==> src/rtl/l2_block_responder.sv <==
// Block read/write responder: serves held requests from an on-chip block array, resp LATENCY cycles after accept.
// Latency LATENCY cycles from accept to the one-cycle resp; requests are level-held, and dropping one mid-flight aborts it.
module l2_block_responder #(
  parameter int DEPTH_BLOCKS = 32,
  parameter int LATENCY      = 4
) (
  input  logic         clk,
  input  logic         rst_n,
  input  logic         pmem_read,
  input  logic         pmem_write,
  input  logic [15:0]  pmem_address,
  input  logic [127:0] pmem_wdata,
  output logic         pmem_resp,
  output logic [127:0] pmem_rdata,
  output logic         busy,
  output logic         protocol_err
);

  localparam int IW = $clog2(DEPTH_BLOCKS);
  localparam int CW = $clog2(LATENCY + 1);

  typedef enum logic [1:0] {IDLE, BUSY, RESP} state_t;

  state_t          state;
  logic [CW-1:0]   cnt;
  logic            lat_wr;
  logic [IW-1:0]   lat_idx;
  logic [127:0]    lat_wdata;
  logic [127:0]    mem [DEPTH_BLOCKS];

  logic            req;
  logic [IW-1:0]   live_idx;
  logic            unused_addr;

  assign req         = pmem_read | pmem_write;
  assign live_idx    = pmem_address[4 +: IW];
  assign unused_addr = ^{pmem_address[15:4+IW], pmem_address[3:0]};

  always_ff @(posedge clk or negedge rst_n) begin
    if (!rst_n) begin
      state        <= IDLE;
      cnt          <= '0;
      pmem_resp    <= 1'b0;
      pmem_rdata   <= '0;
      busy         <= 1'b0;
      protocol_err <= 1'b0;
      lat_wr       <= 1'b0;
      lat_idx      <= '0;
      lat_wdata    <= '0;
    end else begin
      pmem_resp <= 1'b0;
      if (pmem_read && pmem_write) protocol_err <= 1'b1;
      case (state)
        IDLE: begin
          if (req) begin
            lat_wr    <= pmem_write;
            lat_idx   <= live_idx;
            lat_wdata <= pmem_wdata;
            cnt       <= CW'(1);
            busy      <= 1'b1;
            if (LATENCY == 1) begin
              state     <= RESP;
              pmem_resp <= 1'b1;
              if (!pmem_write) pmem_rdata <= mem[live_idx];
            end else begin
              state <= BUSY;
            end
          end
        end
        BUSY: begin
          if (!req) begin
            state <= IDLE;
            busy  <= 1'b0;
            cnt   <= '0;
          end else if (pmem_write != lat_wr || live_idx != lat_idx) begin
            lat_wr    <= pmem_write;
            lat_idx   <= live_idx;
            lat_wdata <= pmem_wdata;
            cnt       <= CW'(1);
          end else if (cnt + CW'(1) == CW'(LATENCY)) begin
            // Live request matches the latched one here, so live index/op are safe to use.
            state     <= RESP;
            pmem_resp <= 1'b1;
            if (!pmem_write) pmem_rdata <= mem[live_idx];
          end else begin
            cnt <= cnt + CW'(1);
          end
        end
        default: begin
          state <= IDLE;
          busy  <= 1'b0;
          cnt   <= '0;
        end
      endcase
    end
  end

  // Array is intentionally unreset; a write commits only at the edge leaving RESP.
  always_ff @(posedge clk) begin
    if (state == RESP && lat_wr) mem[lat_idx] <= lat_wdata;
  end

endmodule
==> config.mk <==
export PLATFORM = sky130hd
export DESIGN_NAME = l2_block_responder
export DESIGN_NICKNAME = d
export VERILOG_FILES = /design/src/rtl/l2_block_responder.sv
export SDC_FILE = /design/constraint.sdc
export NUM_CORES = 2
export LEC_CHECK = 0
export CAP_MARGIN = 0
export CORE_ASPECT_RATIO = 0.6
export CORE_UTILIZATION = 35
export DETAILED_ROUTE_END_ITERATION = 12
export SYNTH_ARGS = -nofsm -noshare
export SYNTH_HDL_FRONTEND = slang
export SYNTH_SLANG_ARGS = --single-unit
==> constraint.sdc <==
create_clock -name clk -period 22.4 [get_ports clk]
set_clock_uncertainty 0.05 [all_clocks]
set_input_delay 5.6 -clock clk [delete_from_list [all_inputs] [get_ports clk]]
set_output_delay 5.6 -clock clk [all_outputs]
set_load 0.02 [all_outputs]
* Yosys cells after proc, flatten, opt, wreduce, memory -nomap -nowiden
Memories as Yosys holds them, arrays and structs flattened. A register that Yosys moved wholly into a read port is not among the register bits.
Index checks and enable logic that the tools add are counted.
W data, S select, Z words.
** Word-level totals
- Bits in registers :: 142
- Memory bits (writable) :: 4096
- Output and inout bits :: 131
- Word-level logic and storage cells :: 67
- Memories kept :: 1
** Cells by class
- Add/sub/neg operators :: 1
- Eq/ne operators :: 12
- Mux-type cells :: 31
- Bitwise logic cells :: 3
- Reductions and logical operators :: 11
** Memory list
- mem :: words 32, bits a word 128, rd ports 1, clocked after Yosys merged registers in 1, wr ports 1, RTL line 29 : logic [127:0] mem [DEPTH_BLOCKS];
** Operators by type and width (number)
- $mux W128 :: 3
- $pmux W128 S2 :: 1
- $mux W5 :: 3
- $mux W3 :: 4
- $mux W1 :: 11
- $pmux W5 S2 :: 1
- $mux W2 :: 4
- $ne A2 B2 Y1 const B :: 4
- $ne A3 B3 Y1 const B :: 2
- $pmux W3 S2 :: 1
- $ne A5 B5 Y1 :: 1
- $reduce_and A5 Y1 :: 1
- $ne A4 B4 Y1 const B :: 1
- $pmux W1 S2 :: 2
- $pmux W2 S2 :: 1
- $reduce_and A2 Y1 :: 2
- $reduce_and A4 Y1 :: 1
- $add A3 B1 Y3 const B :: 1
- $eq A3 B3 Y1 const B :: 1
- $reduce_and A3 Y1 :: 1
- $eq A2 B1 Y1 const B :: 1
- $eq A2 B2 Y1 const B :: 1
- $logic_and A1 B1 Y1 :: 2
- $logic_not A2 Y1 :: 1
- 6 further kinds :: 7

* Logic depth before layout (Yosys ltp)
- Depth after elaboration :: 6
- Gate-level depth with buffers :: 10
- Mapped depth without buffers :: 6

* Worst setup path after synthesis
No wires, ideal clock.
- Kind :: register to register
- Start point :: reg state[1]
- End point :: mem mem[12][0] (enable)
- Setup time :: 0.617 ns
- Data arrival time :: 6.712 ns
- Required time :: 21.733 ns
- Path slack :: 15.020 ns
- Cell stages (with the launch flop) :: 7
- Buffers on the path :: 2
- Period minus slack after synthesis :: 7.380 ns
- Path through :: dfrtp_1 -> clkbuf_1 -> nand2_1 -> or2_2 -> or3_1 -> clkbuf_1 -> nor2_1
** Between the ends
- Longest elaborated chain between the ends :: 4
** Ends and longest elaborated chain
- start: declaration :: RTL line 24 : state_t state;
- start signal: assignment :: RTL line 41 : state <= IDLE;
- start signal: assignment :: RTL line 62 : state <= RESP;
- start signal: assignment :: RTL line 66 : state <= BUSY;
- $eq A2 B2 Y1 :: RTL line 100 : if (state == RESP && lat_wr) mem[lat_idx] <= lat_wdata;
- $logic_and A1 B1 Y1 :: RTL line 100
- $mux W1 :: RTL line 100
- $mux W1 (not written as such) :: RTL line 100
- end: declaration :: RTL line 29
Every way passes these cells.

* Worst setup path after layout
- Start point :: in pmem_address[4]
- End point :: reg pmem_rdata[69] (read register of mem)
** Between the ends
- Longest elaborated chain between the ends :: 4
** Ends and longest elaborated chain
- start: declaration :: RTL line 11 : input logic [15:0] pmem_address,
- $ne A5 B5 Y1 :: RTL line 75 : end else if (pmem_write != lat_wr || live_idx != lat_idx) begin
- $logic_or A1 B1 Y1 :: RTL line 75
- $not A1 Y1 (no line)
- $reduce_and A5 Y1 (no line)
- end: declaration :: RTL line 14 : output logic [127:0] pmem_rdata,
Several ways; a longest one is shown, not always the timed one.
A chain may end at the register's enable or synchronous reset.

==> flow_summary.toml <==
[sta]
slew_violations = 0
slew_headroom = 0.180
finalSetupViolations = 0
max_freq_ghz = 0.103
holdWs_ns = 0.423
min_period_ns = 9.68
grt_setup_unrepaired = "no"
tightest_slew_ns = 1.23
tns_ns = 0
finalCritPeriodShare = 0.432
finalHoldViolCount = 0

[setup_path]
cp-start-kind = "input pin"
crit_type = "input pin to flop"
worst_path_most_repeated_cell = "buf_4"
worstPathRequired_ns = 23.08
cp.arrival_ns = 10.37
max_stage_delay_ns = 0.84
end_kind = "flop"
critPathSlowestCell = "buf_4"
path_cells = "buf_16 > buf_4 > buf_12 > buf_4 > buf_4 > mux4_2 > o22ai_1 > nor2_1 > o221ai_1 > a31oi_1"
cp_max_fo = 94

[global_route]
grt_pass1_wl_um = 634000
antenna_found_initial = 14
grt-ovfl-total = 0
grt_start_max_net_pins = 133
first_global_vias = 83000
grtUsageTotal = 0.183

[detailed_routing]
drt_iter0_drc = 10400
vias = 82500
dr.pass1.iters = 5
wl_per_cell_um = 30.5
vias_per_cell = 5.57
drc_errors = 0
wl_um = 452000
ant_nets = 0

[logic_synthesis]
syn-num-nets = 7926
synth_top_area_frac = 0.735
synth.yosys.seq_area_share = 0.776
synth_warnings = 0
synth_area_leaders = "edfxtp_1 (74%), mux4_2 (12%), dfrtp_1 (4.0%)"
synth_top_flop_cell = "edfxtp_1"
synth-edff-count = 4096
synth_area_um2 = 167000
synthArstFlopShare = 0.0618
synthCells = 7776
yosys.cell_types.count = 53
synth_largest_area_cell = "edfxtp_1"
syn_avg_cell_area_um2 = 21.5
synth_seq_cells = 4366

[clocking]
root_buffer = "clkbuf_16"
clock_latency_ns = 0.97
htreeDepth = 5
holdBufCountCts = 0
clkTransAtPathRegs_ns = 0.06
clockBufferDepth = 4
cts-buffers-inserted = 384
cts_resized = 0
clock_sinks = 4366
cts_tree = "yes"
cts_setup_buffers = 0

[final_layout]
multi_input_area_um2 = 35100
nets = 8293
seqCellArea_um2 = 130000
syn_to_final_growth_pct = 13.5
layout_commonest_cell = "edfxtp_1"
final_cell_mix = "edfxtp_1 (4096), mux4_2 (866), mux2i_1 (495)"
num-fill-cells = 41400
fin_util = 0.399
drive_gt1_frac = 0.216
post-route-cell-area_um2 = 190000

[worst_hold_path]
hp-class = "flop to flop"

[power]
p_total_mw = 16.7
power_switching_mw = 3.53
p_sw_frac = 0.212
p_leak_nw = 60.7
power_density_nw_per_um2 = 87.8
intPower_mw = 13.1
seqPwrFrac = 0.555
power_frac_clock = 0.407
comb_power_share = 0.038
vdd_ir_drop_max_v = 0.0000684

[placement]
hpwl_um = 225000
place_congestion = 0.730
placed_area_um2 = 177000
port-buffer-count = 267

[floorplanning]
die_height_um = 537
die_area_um2 = 481000
core_area_um2 = 476000
start_util = 0.352
io_pins = 279
die-width_um = 894
fp-row-count = 196

[run_status]
run_status = "finished clean"

[job]
drv.max_cap_violation_count = 0
[stage by stage]
| stage | cells | setup slack (ns) |
|---|---|---|
| 2_1_floorplan | 7776 | 15.02 |
| 3_3_place_gp | 14100 | 11.61 |
| 3_5_place_dp | 14100 | 11.57 |
| 4_1_cts | 14800 | 12.54 |
| 5_1_grt | 14800 | 12.22 |
| 6_report | 14800 | 12.72 |
[cells in the mapped netlist, drive strengths merged (79+ instances only)]
cell type	instances
nand2	312
clkbuf	181
a211o	89
mux4	866
nor2	161
edfxtp	4096
mux2	142
a31oi	120
a22oi	79
dfrtp	270
a21oi	102
buf	289
o211ai	96
mux2i	495
[flip-flops by register name, summed over array words and instances, names as in the netlist, 2 cells and up]
register,cells
mem,4096
pmem_rdata,128
state,2
cnt,3
lat_wdata,128
lat_idx,5
[power by group through the flow]
stage	Combinational (mW)	Sequential, mW	Clock, mW
floorplan	0.443	9.34	0
global placement	0.628	9.40	0
detailed placement	0.632	9.43	0
CTS	0.634	9.25	6.90
global route	0.667	9.27	7.18
finish	0.626	9.25	6.79
[layout make-up]
cell class | count | area share
Sequential cell | 4366 | 0.684
Multi-Input combinational cell | 2934 | 0.185
Clock buffer | 522 | 0.0554
Tap cell | 6336 | 0.0418
Timing Repair Buffer | 451 | 0.0228
Clock inverter | 188 | 0.0114
Inverter | 6 | 0.000158
Antenna cell | 6 | 0.0000791
[path summary, 6_finish.rpt]
path | start | to | slack (ns) | depth (start not counted)
worst min-delay path | protocol_err$_DFFE_PN0P_ | protocol_err$_DFFE_PN0P_ | 0.42 | 1
min in group asynchronous | rst_n | lat_wdata[10]$_DFFE_PN0P_ | 4.61 | 1
worst min register to register | protocol_err$_DFFE_PN0P_ | protocol_err$_DFFE_PN0P_ | 0.42 | 1
max in group asynchronous | rst_n | lat_wdata[71]$_DFFE_PN0P_ | 15.42 | 3
worst max-delay path | pmem_address[4] | pmem_rdata[69]$_DFFE_PN0P_ | 12.72 | 10
worst max register to register | state[1]$_DFFE_PN0P_ | mem[17][48]$_DFFE_PP_ | 17.53 | 7
[metal layers]
layer  vias up  GRT usage  share of wire
met4         0     0.0435          0.024
met5         -          0              0
met2      3839      0.296           0.47
met3       630     0.0280          0.081
met1     45000      0.264           0.42
li1      33100          -              -
[worst max-delay path: cells and delay by family]
kind | cells | cell delay [ns]
simple gates | 1 | 0.11
compound gates | 3 | 0.51
buf+inv | 5 | 3.22
mux | 1 | 0.61
[kinds of logic (layout without fill, tap and decap cells)]
| logic type | Yosys count | after routing | synth area share |
|---|---|---|---|
| other cells | 0 | 6 | 0 |
| buf+inv | 476 | 1167 | 0.0164 |
| compound gates | 754 | 754 | 0.0325 |
| flops | 4366 | 4366 | 0.776 |
| fa+ha+maj | 3 | 3 | 0.000209 |
| xor+xnor | 7 | 7 | 0.000367 |
| mux | 1503 | 1503 | 0.157 |
| simple gates | 667 | 667 | 0.0177 |
Power figures use the tool's default switching activity.
